[src/rtl/riscv_pkg.sv]
// Shared RISC-V load/store definitions: funct3 width codes, LSU state encoding,
// default memory index width and the request legality rule.
package riscv_pkg;

  localparam int LSU_WORD_IDX_W = 8;

  localparam logic [2:0] F3_B  = 3'b000;
  localparam logic [2:0] F3_H  = 3'b001;
  localparam logic [2:0] F3_W  = 3'b010;
  localparam logic [2:0] F3_BU = 3'b100;
  localparam logic [2:0] F3_HU = 3'b101;

  typedef enum logic [2:0] {
    LSU_IDLE   = 3'd0,
    LSU_LOAD   = 3'd1,
    LSU_RMW_RD = 3'd2,
    LSU_WRITE  = 3'd3,
    LSU_RESP   = 3'd4
  } lsu_state_e;

  // Width code must exist for the direction and the address must be naturally aligned.
  function automatic logic lsu_legal(input logic we, input logic [2:0] funct3,
                                     input logic [1:0] lane);
    logic ok;
    case (funct3)
      F3_B:    ok = 1'b1;
      F3_H:    ok = ~lane[0];
      F3_W:    ok = (lane == 2'b00);
      F3_BU:   ok = ~we;
      F3_HU:   ok = ~we & ~lane[0];
      default: ok = 1'b0;
    endcase
    return ok;
  endfunction

endpackage

[src/rtl/lsu_lane_align.sv]
// Byte/half lane handling for a 32-bit word: extended load extraction and
// sub-word store merge. Purely combinational.
module lsu_lane_align
  import riscv_pkg::*;
(
  input  logic [31:0] word_i,
  input  logic [31:0] wdata_i,
  input  logic [1:0]  lane_i,
  input  logic [2:0]  funct3_i,
  output logic [31:0] load_o,
  output logic [31:0] merge_o
);

  logic [31:0] shifted;
  logic [7:0]  byte_v;
  logic [15:0] half_v;

  always_comb begin
    shifted = word_i >> {lane_i, 3'b000};
    byte_v  = shifted[7:0];
    half_v  = lane_i[1] ? word_i[31:16] : word_i[15:0];

    case (funct3_i)
      F3_B:    load_o = {{24{byte_v[7]}}, byte_v};
      F3_BU:   load_o = {24'd0, byte_v};
      F3_H:    load_o = {{16{half_v[15]}}, half_v};
      F3_HU:   load_o = {16'd0, half_v};
      default: load_o = word_i;
    endcase

    merge_o = word_i;
    case (funct3_i)
      F3_B: merge_o[{lane_i, 3'b000} +: 8] = wdata_i[7:0];
      F3_H: begin
        if (lane_i[1]) merge_o[31:16] = wdata_i[15:0];
        else           merge_o[15:0]  = wdata_i[15:0];
      end
      default: merge_o = wdata_i;
    endcase
  end

endmodule

[src/rtl/load_store_unit.sv]
// Load/store initiator for a word-indexed memory with combinational read and
// clocked write. Optional upper-address range check: LSU_RANGE_CHECK_EN.
module load_store_unit
  import riscv_pkg::*;
#(
  parameter int WORD_IDX_W = LSU_WORD_IDX_W
) (
  input  logic        CLK,
  input  logic        RST,
  input  logic        req_valid,
  output logic        req_ready,
  input  logic        req_we,
  input  logic [2:0]  req_funct3,
  input  logic [31:0] req_addr,
  input  logic [31:0] req_wdata,
  output logic        resp_valid,
  input  logic        resp_ready,
  output logic [31:0] resp_rdata,
  output logic        resp_err,
  output logic [31:0] mem_addr,
  output logic [31:0] mem_wd,
  output logic        mem_we,
  input  logic [31:0] mem_rd,
  output logic [2:0]  dbg_state
);

  // Handshakes: a transfer happens on a rising CLK edge where valid and ready
  // are both high; valid and its payload stay stable until that edge.

  lsu_state_e  state_q, state_d;
  logic [2:0]  f3_q, f3_d;
  logic [1:0]  lane_q, lane_d;
  logic [31:0] wdata_q, wdata_d;
  logic [31:0] merge_q, merge_d;
  logic [31:0] rdata_q, rdata_d;
  logic        err_q, err_d;
  logic [31:0] mem_addr_q, mem_addr_d;

  logic        in_range;
  logic        req_legal;
  logic [31:0] align_word;
  logic [31:0] load_data;
  logic [31:0] merged;

`ifdef LSU_RANGE_CHECK_EN
  assign in_range = (req_addr >> (WORD_IDX_W + 2)) == 32'd0;
`else
  logic unused_addr_hi;
  assign unused_addr_hi = ^req_addr[31:WORD_IDX_W+2];
  assign in_range = 1'b1;
`endif

  assign req_legal = lsu_legal(req_we, req_funct3, req_addr[1:0]) & in_range;

  // The merge register only feeds the aligner while writing; otherwise it sees live read data.
  assign align_word = (state_q == LSU_WRITE) ? merge_q : mem_rd;

  lsu_lane_align u_align (
    .word_i   (align_word),
    .wdata_i  (wdata_q),
    .lane_i   (lane_q),
    .funct3_i (f3_q),
    .load_o   (load_data),
    .merge_o  (merged)
  );

  always_comb begin
    state_d    = state_q;
    f3_d       = f3_q;
    lane_d     = lane_q;
    wdata_d    = wdata_q;
    merge_d    = merge_q;
    rdata_d    = rdata_q;
    err_d      = err_q;
    mem_addr_d = mem_addr_q;
    case (state_q)
      LSU_IDLE: begin
        if (req_valid) begin
          f3_d    = req_funct3;
          lane_d  = req_addr[1:0];
          wdata_d = req_wdata;
          rdata_d = 32'd0;
          err_d   = ~req_legal;
          if (!req_legal) begin
            state_d = LSU_RESP;
          end else begin
            mem_addr_d = {{(32-WORD_IDX_W){1'b0}}, req_addr[WORD_IDX_W+1:2]};
            if (!req_we)                 state_d = LSU_LOAD;
            else if (req_funct3 == F3_W) state_d = LSU_WRITE;
            else                         state_d = LSU_RMW_RD;
          end
        end
      end
      LSU_LOAD: begin
        rdata_d = load_data;
        state_d = LSU_RESP;
      end
      LSU_RMW_RD: begin
        merge_d = mem_rd;
        state_d = LSU_WRITE;
      end
      LSU_WRITE: state_d = LSU_RESP;
      LSU_RESP: begin
        if (resp_ready) state_d = LSU_IDLE;
      end
      default: state_d = LSU_IDLE;
    endcase
  end

  always_ff @(posedge CLK or negedge RST) begin
    if (!RST) begin
      state_q    <= LSU_IDLE;
      f3_q       <= 3'd0;
      lane_q     <= 2'd0;
      wdata_q    <= 32'd0;
      merge_q    <= 32'd0;
      rdata_q    <= 32'd0;
      err_q      <= 1'b0;
      mem_addr_q <= 32'd0;
    end else begin
      state_q    <= state_d;
      f3_q       <= f3_d;
      lane_q     <= lane_d;
      wdata_q    <= wdata_d;
      merge_q    <= merge_d;
      rdata_q    <= rdata_d;
      err_q      <= err_d;
      mem_addr_q <= mem_addr_d;
    end
  end

  assign req_ready  = (state_q == LSU_IDLE);
  assign resp_valid = (state_q == LSU_RESP);
  assign resp_rdata = rdata_q;
  assign resp_err   = err_q;
  assign mem_we     = (state_q == LSU_WRITE);
  assign mem_wd     = mem_we ? merged : 32'd0;
  assign mem_addr   = mem_addr_q;
  assign dbg_state  = state_q;

endmodule

[config.mk]
export PLATFORM = sky130hd
export DESIGN_NAME = load_store_unit
export DESIGN_NICKNAME = d
export VERILOG_FILES = /design/src/rtl/riscv_pkg.sv /design/src/rtl/lsu_lane_align.sv /design/src/rtl/load_store_unit.sv
export SDC_FILE = /design/constraint.sdc
export NUM_CORES = 1
export LEC_CHECK = 0
export BUFFER_PORTS_ARGS = -buffer_cell sky130_fd_sc_hd__buf_4
export CORE_ASPECT_RATIO = 1.4
export CORE_UTILIZATION = 23
export DETAILED_ROUTE_END_ITERATION = 16
export GPL_ROUTABILITY_DRIVEN = 0
export PLACE_DENSITY = 0.51
export SLEW_MARGIN = 20
export SYNTH_ARGS = -nofsm -noshare
export SYNTH_HDL_FRONTEND = slang
export SYNTH_SLANG_ARGS = --single-unit
[constraint.sdc]
create_clock -name CLK -period 6.15 [get_ports CLK]
set_input_delay 0.615 -clock CLK [delete_from_list [all_inputs] [get_ports CLK]]
set_output_delay 0.615 -clock CLK [all_outputs]
set_load 0.01 [all_outputs]
=== Yosys cells after proc, flatten, opt, wreduce, memory -nomap -nowiden ===
Cells that the tools add are included.

* Register bits: 113
* Latch bits: 0
* RAM bits: 0
* Memory bits (read-only): 0
* Output and inout port bits: 103
* Logic and storage cells: 56
* Memories: 0

* Add/subtract/negate cells: 1
* $mul: 0
* Div/mod/pow operators: 0
* $lt $le $gt $ge: 0
* Equal/unequal tests: 13
* Shifts and indexed selects: 3
* Mux-type cells: 17
* Bitwise operators: 4
* Reduce and logical (&&, ||, !) cells: 10

{| class="wikitable"
|+ Operator list
! cell !! number
|-
| one-hot mux 32 bit (2 select lines) || 2
|-
| one-hot mux 32 bit (4 select lines) || 1
|-
| 2-to-1 mux 32 bit || 3
|-
| 2-to-1 mux 16 bit || 3
|-
| bitwise mux 32 bit || 1
|-
| variable shift 8 x 7 -> 32 bit (first input constant) || 1
|-
| indexed part select 8 x 7 -> 32 bit || 1
|-
| right shift 32 x 5 -> 8 bit || 1
|-
| == test 3 bit (second input constant) || 5
|-
| one-hot mux 3 bit (4 select lines) || 1
|-
| == test 3 x 1 -> 1 bit (second input constant) || 3
|-
| == test 3 x 2 -> 1 bit (second input constant) || 3
|-
| logical NOT 3 bit || 3
|-
| 2-to-1 mux 3 bit || 3
|-
| negator 5 -> 7 bit || 1
|-
| AND reduction 2 bit || 3
|-
| one-hot mux 1 bit (5 select lines) || 1
|-
| inverter 1 bit || 3
|-
| AND reduction 3 bit || 1
|-
| logical NOT 2 bit || 1
|-
| 2-to-1 mux 2 bit || 1
|-
| != test 2 x 1 -> 1 bit (second input constant) || 1
|-
| != test 2 bit (second input constant) || 1
|-
| nonzero test 2 bit || 1
|-
| other kinds (3) || 3
|}

=== Longest topological paths before layout ===
Gate-level depths: netlist of the first run.

* Depth after elaboration: 6
* Gate-level depth with buffers: 11
* Gate-level depth less buffers: 7

=== By module ===
A second synthesis of the first run with hierarchy kept.

* Cells, all modules: 613
* Area, all modules: 6,545.0 µm²

{| class="wikitable"
|+ By module, submodules not included
! module !! times used !! cells an instance !! area each (µm²)
|-
| load_store_unit || 1 || 360 || 5,016.1
|-
| lsu_lane_align || 1 || 253 || 1,529.0
|}

=== Worst setup path after synthesis of the first run ===
OpenSTA, ideal clock, no wires.

* Path type: flip-flop to output port
* Start: reg lane_q[1]
* End: out mem_wd[24]
* Arrival time: 2.409 ns
* Required time: 5.535 ns
* Slack: 3.126 ns
* Stages on the path, launching flop included: 10
* Path buffers: 3
* Cell sequence: dfrtp_1 > clkbuf_1 > inv_1 > clkbuf_1 > ha_1 > nor2_1 > and3_1 > clkbuf_1 > a221oi_1 > a211oi_1

* Cells in the longest elaborated chain, start to end: 5

{| class="wikitable"
|+ RTL lines
! what !! RTL line !! text
|-
| start, declared || load_store_unit.sv:32 || <nowiki>logic [1:0] lane_q, lane_d;</nowiki>
|-
| start signal, assigned || load_store_unit.sv:123 || <nowiki>lane_q <= lane_d;</nowiki>
|-
| negator 5 -> 7 bit || lsu_lane_align.sv:33 || <nowiki>F3_B: merge_o[{lane_i, 3'b000} +: 8] = wdata_i[7:0];</nowiki>
|-
| indexed part select 8 x 7 -> 32 bit or variable shift 8 x 7 -> 32 bit (tied branches) || lsu_lane_align.sv:33 ||
|-
| bitwise mux 32 bit || lsu_lane_align.sv:33 ||
|-
| one-hot mux 32 bit (2 select lines) * || lsu_lane_align.sv:32 || <nowiki>case (funct3_i)</nowiki>
|-
| 2-to-1 mux 32 bit * || load_store_unit.sv:137 || <nowiki>assign mem_wd = mem_we ? merged : 32'd0;</nowiki>
|-
| end, declared || load_store_unit.sv:21 || <nowiki>output logic [31:0] mem_wd,</nowiki>
|}

Mark *: on every way between the ends. The rest lies on a longest branch, timed or not.

=== Worst setup path in the final report of the first run ===
* Start: reg state_q[0] (netlist: dbg_state[0])
* End: out mem_wd[27]

* Cells in the longest elaborated chain, start to end: 5

{| class="wikitable"
|+ RTL lines
! what !! RTL line !! text
|-
| start, declared || load_store_unit.sv:30 || <nowiki>lsu_state_e state_q, state_d;</nowiki>
|-
| start signal, assigned || load_store_unit.sv:121 || <nowiki>state_q <= state_d;</nowiki>
|-
| == test 3 x 2 -> 1 bit * || load_store_unit.sv:56, load_store_unit.sv:136 ||
|-
| 2-to-1 mux 32 bit || load_store_unit.sv:56 || <nowiki>assign align_word = (state_q == LSU_WRITE) ? merge_q : mem_rd;</nowiki>
|-
| 2-to-1 mux 16 bit or bitwise mux 32 bit (tied branches) || lsu_lane_align.sv:35, lsu_lane_align.sv:33 ||
|-
| one-hot mux 32 bit (2 select lines) || lsu_lane_align.sv:32 ||
|-
| 2-to-1 mux 32 bit * || load_store_unit.sv:137 ||
|}

Marked as above.

==> impl_results.md, run 1 <==
* CP startpoint kind: register
* DRC at 0
* Area Overhead vs Synth at 32.7%
* Top cells by area, synth: dfrtp_1 (46%), mux2_2 (14%), mux2i_1 (5.9%), nor2_1 (4.5%), buf_4 (3.1%)
* Setup ws final at 2000 ps
* WHS at 234 ps
* Synth top area share at 46.5%
* Sink Count at 113
* CTS tree: done
* Switching pwr at 0.00150 W
* Synthesized cell area at 6090 um2
* Setup bufs post-CTS at 0
* Maximum fanout along the worst path at 61
* Routed wire length at 20.9 mm
* Critical path class: reg2out
* Ys Warns at 0
* Worst-margin pin slew at 952 ps
* Crit path DAT at 3530 ps
* Mapped Cells at 572
* Clk pwr share at 24.8%
* Routed Antenna Nets at 0
* Leading area contributor after synthesis: dfrtp_1
* RSZ-0062 raised after global routing: false
* FILL cells at 2701
* Post-CTS Resized at 0
* Part of the Yosys area used for sequential elements at 46.5%
* Initial Util at 23.3%
* Post-synth cell types at 49
* DRT iter0 DRCs at 296
* Vias in the first global route at 5060
* IO buf count at 160
* Share of cells above drive strength 1 at 38.2%
* Synthesized area per cell at 10.6 um2
* Num rows at 70
* Logic pwr share at 39.0%
* Fin crit share at 67.4%
* Max-capacitance violation count at 0
* Gr usage total at 15.7%
* EDFF count, synth at 0
* HP Class: in2async
* Die Footprint at 27100 um2
* Max-slew violations at 0
* Area of the core at 26100 um2
* Avg WL per Cell at 19.8 um
* Net Sw Frac at 37.3%
* H-tree levels at 4
* Clk_skew at 8.78 ps
* Die height at 194 um
* Top_reg_cell synth: dfrtp_1
* Ports at 207
* Vias per std cell at 4.77
* Post-DP HPWL at 15.4 mm
* P per Cell Area at 498 nW/um2
* Final Setup Violations at 0
* Part of the power in registers at 36.1%
* Commonest cells in the synthesized netlist: dfrtp_1 (113), mux2_2 (74), nor2_1 (73)
* Clock-pin slew on the worst setup and hold paths at 50 ps
* Nets at 825
* Initial DRT Pass Iterations at 4
* Maximum VDD drop at 171 uV
* Fmax at 241 MHz
* DR vias at 5021
* Worst-skew pair later-pin latency at 430 ps
* Power, Total at 0.00402 W
* Die width at 139 um
* Pre-CTS setup slack at 2450 ps
* Int Power at 0.00252 W
* Initial antenna violation count at 1
* Hold Buf Count CTS at 0
* Slew HR at 36.5%
* Remaining global-route overflow at 0
* Min Tclk post-route at 4150 ps
* First-pass GRT wire length at 31.6 mm
* CP required at 5530 ps
* Ys async rst share at 100%
* Largest net degree at the start of global routing at 66
* CP endpoint kind: primary output
* Clk buf depth at 2
* Most instantiated library cell after synthesis: dfrtp_1
* Status: complete, no violations
* Final core area utilization at 30.9%
* Final TNS setup at 0 ps
* Total CTS buffers at 17
* Leakage power at 3.85 nW
* Final number of hold-violating endpoints at 0
* Post-synthesis register bit count at 113
* Clock Root Buffer: clkbuf_16
[worst max-delay path, cell delays in order, from the launching register on]
cell	delay [ps]
dfrtp_1	620
nand3b_4	790
mux2i_1	930
nor2_1	90
a221oi_1	300
a211oi_1	130
buf_4	200
[logic make-up after synthesis]
logic type / synth area share [%]
DFF: 46.5
and+or+nand+nor: 10.3
buffers and inverters: 6.31
adders and majority gates: 1.03
AOI/OAI and AO/OA: 15.9
other: 0.0616
muxes: 20.0
[layer usage]
layer  GRT usage, %  vias up  share of wire [%]
li1               -     2335                  -
met1           19.4     2467                 42
met2           26.1      189                 49
met3           3.47       30                5.5
met4           7.16        0                3.2
met5              0        -                  0
[registers in the layout (all words and copies together) (netlist names)]
register / flops
dbg_state: 3
wdata_q: 32
mem_addr: 8
resp_err: 1
merge_q: 32
f3_q: 3
lane_q: 2
resp_rdata: 32
[worst paths after layout]
check	startpoint	end	slack [ps]	cells past startpoint
min reg2reg	resp_rdata[11]$_DFFE_PN0P_	resp_rdata[11]$_DFFE_PN0P_	480	2
max	dbg_state[0]$_DFFE_PN0P_	mem_wd[27]	2000	6
max reg2reg	dbg_state[0]$_DFFE_PN0P_	resp_rdata[30]$_DFFE_PN0P_	2570	5
min	RST	mem_addr[0]$_DFFE_PN0P_	230	1
min in group CLK	req_wdata[28]	wdata_q[28]$_DFFE_PN0P_	420	2
max in group asynchronous	RST	merge_q[25]$_DFFE_PN0P_	4590	2
[cell type report]
| cell class | count | area, um2 | share of cell area [%] |
|---|---|---|---|
| diodes | 2 | 5.00 | 0.0620 |
| clock buffers | 20 | 447 | 5.53 |
| clock inverters | 10 | 138 | 1.70 |
| inverters | 6 | 22.5 | 0.279 |
| multi-input cells | 411 | 2980 | 36.9 |
| flip-flops and latches | 113 | 2830 | 35.0 |
| well taps | 324 | 405 | 5.02 |
| repair buffers | 167 | 1250 | 15.5 |
[power by group through the flow]
stage	Sequential, W	Clock [W]	Combinational, W
6_report	0.00145	0.000999	0.00157
5_1_grt	0.00151	0.00105	0.00172
4_1_cts	0.00145	0.00102	0.00159
3_5_place_dp	0.00146	0	0.00158
3_3_place_gp	0.00145	0	0.00156
2_1_floorplan	0.00136	0	0.00106
[cell usage in the layout, fill, tap and decap left out, drive strengths merged, types with 2 or more instances in the layout]
master | synthesis | routed
a211oi | 15 | 15
inv | 6 | 6
nor3b | 4 | 4
o2bb2ai | 8 | 8
o31ai | 8 | 8
buf | 31 | 167
o21ai | 17 | 17
a31oi | 2 | 2
nor3 | 4 | 4
ha | 5 | 5
o211ai | 5 | 5
a221oi | 16 | 16
nand3 | 7 | 7
clkbuf | 34 | 20
nor4b | 2 | 2
clkinv | 0 | 5
nor2 | 73 | 73
conb | 1 | 24
clkinvlp | 0 | 2
or2 | 2 | 2
bufinv | 0 | 3
nand3b | 2 | 2
a22o | 16 | 16
a21boi | 2 | 2
a21oi | 17 | 17
and3 | 4 | 4
mux2 | 74 | 74
o221ai | 2 | 2
nand2 | 33 | 33
dfrtp | 113 | 113
diode | 0 | 2
a22oi | 16 | 16
nand2b | 4 | 4
mux2i | 36 | 36
[per-stage QoR]
stage / cell area, um2 / cells
after floorplan: 6170 / 595
after global placement: 7490 / 1021
after detailed placement: 7490 / 1021
after CTS: 8070 / 1051
after global routing: 8070 / 1052
final: 8080 / 1053
(Power assumes the default switching activity.)
==> run 2: changes to the inputs <==
Settings changed: PLACE_DENSITY 0.51 to 0.52.
Clock period 6.15 ns to 3.6 ns, I/O delays scaled along.
==> impl_results.md, run 2 (synthesis results as in run 1) <==
* Status: complete, no violations
* Sink Count at 113 (unchanged)
* Vias in the first global route at 5270 (+4.2%)
* Share of cells above drive strength 1 at 39.9% (+1.7 points)
* Clk_skew at 8.74 ps (-0.0360 ps)
* Most frequent cells in the layout: buf_4 (181), dfrtp_1 (113), mux2_2 (74), nor2_1 (73), mux2i_1 (36)
* Post-DP HPWL at 15.8 mm (+2.6%)
* Final Non-Filler Cells at 1070 (+1.6%)
* DRC at 0 (unchanged)
* Initial DRT Pass Iterations at 4 (unchanged)
* IO buf count at 160 (unchanged)
* Crit path DAT at 2820 ps (-710 ps)
* Num rows at 70 (unchanged)
* Min Tclk post-route at 3180 ps
* Most common cell after layout, fill and taps aside: buf_4
* Final number of hold-violating endpoints at 0 (unchanged)
* N_diodes at 0 (-2)
* H-tree levels at 4 (unchanged)
* Post-CTS Resized at 0 (unchanged)
* Max-slew violations at 0 (unchanged)
* Final Setup Violations at 0 (unchanged)
* DR vias at 5028 (+0.14%)
* Worst-skew pair later-pin latency at 420 ps (about the same)
* Remaining global-route overflow at 0 (unchanged)
* DRT iter0 DRCs at 295 (-0.34%)
* Die Footprint at 27100 um2 (unchanged)
* CP startpoint kind: register
* Setup ws final at 416 ps (-1590 ps)
* P per Cell Area at 832 nW/um2 (+67%)
* Max-capacitance violation count at 0 (unchanged)
* Area of the core at 26100 um2 (unchanged)
* Setup bufs post-CTS at 0 (unchanged)
* Pre-CTS setup slack at 856 ps (-1590 ps)
* Fmax at 314 MHz
* Gr usage total at 15.8% (about the same)
* Ports at 207 (unchanged)
* Total CTS buffers at 17 (unchanged)
* Die height at 194 um (unchanged)
* Largest net degree at the start of global routing at 64 (-3.0%)
* Slew HR at 43.9% (+7.3 points)
* Nets at 842 (+2.1%)
* Critical path class: reg2out
* Maximum fanout along the worst path at 9 (-85%)
* Clock-pin slew on the worst setup and hold paths at 60 ps (about the same)
* HP Class: in2reg
* Initial Util at 23.3% (unchanged)
* Area Overhead vs Synth at 34.7%
* Die width at 139 um (unchanged)
* Initial antenna violation count at 0 (-1)
* CP endpoint kind: primary output
* Leakage power at 3.93 nW (+1.9%)
* Routed wire length at 20.7 mm (-0.81%)
* Clock Root Buffer: clkbuf_16
* Final TNS setup at 0 ps (unchanged)
* Power, Total at 0.00682 W (+70%)
* RSZ-0062 raised after global routing: false
* Post-Place Cells at 1037 (+1.6%)
* Routed Antenna Nets at 0 (unchanged)
* Clk buf depth at 2 (unchanged)
* First-pass GRT wire length at 31.8 mm (+0.72%)
* CTS tree: done
* Avg WL per Cell at 19.4 um (-2.4%)
* Maximum VDD drop at 293 uV (+72%)
* CP required at 3240 ps (-2290 ps)
* Vias per std cell at 4.70 (-1.5%)
* Worst-margin pin slew at 831 ps (-121 ps)
* Fin crit share at 88.4%
-- run 2: path summary, 6_finish.rpt --
check                      cells after the start  slack, ps                  startpoint                          to
setup / recovery                               8        420       lane_q[0]$_DFFE_PN0P_                  mem_wd[30]
hold / removal                                 2        170                 req_addr[4]     mem_addr[2]$_DFFE_PN0P_
setup reg to reg                               7        890    dbg_state[0]$_DFFE_PN0P_  resp_rdata[30]$_DFFE_PN0P_
hold reg to reg                                2        480  resp_rdata[11]$_DFFE_PN0P_  resp_rdata[11]$_DFFE_PN0P_
max in group asynchronous                      3       2260                         RST  resp_rdata[19]$_DFFE_PN0P_
min in group asynchronous                      2        520                         RST     mem_addr[3]$_DFFE_PN0P_
-- run 2: stage by stage --
step           instance area (um2)  utilization [%]  hold slack (ps)
4_1_cts                       8200             31.4              150
5_1_grt                       8200             31.4              154
6_report                      8200             31.4              169
3_3_place_gp                  7630             29.2              443
3_5_place_dp                  7630             29.2              447
2_1_floorplan                 6170                -             64.4
-- run 2: timing repair --
| action | CTS | global route |
|---|---|---|
| setup endpoints to repair | 0 | 0 |
| hold buffers | 1 | 0 |
| hold endpoints to repair | 4 | 0 |
-- run 2: routing by layer --
| metal | routed length, um | up-vias | global-route usage [%] | share of wire [%] |
|---|---|---|---|---|
| li1 | - | 2370 | - | - |
| met1 | 8920 | 2465 | 19.4 | 43 |
| met2 | 10400 | 165 | 26.6 | 50 |
| met3 | 838 | 28 | 2.73 | 4.0 |
| met4 | 595 | 0 | 7.49 | 2.9 |
| met5 | 0 | - | 0 | 0 |
-- run 2: worst max-delay path, cell delays in order (launching register included) --
cell	delay, ps
dfrtp_1	570
inv_1	230
ha_1	390
nor2_1	60
and3_1	270
a221oi_1	370
o21ai_0	160
o211a_1	190
buf_4	160
-- run 2: cell type report --
cell class | count | area [um2]
clock buffers | 17 | 425
clock inverters | 15 | 135
fillers | 2728 | 17900
inverters | 6 | 22.5
multi-input cells | 411 | 2980
flip-flops and latches | 113 | 2830
well taps | 324 | 405
repair buffers | 184 | 1410
-- run 2: power breakdown --
part | switching, W | leakage, nW | internal, W
combinational | 0.00143 | 2.26 | 0.00136
sequential | 0.000530 | 1.40 | 0.00190
clock | 0.000655 | 0.262 | 0.000953
total | 0.00261 | 3.93 | 0.00421
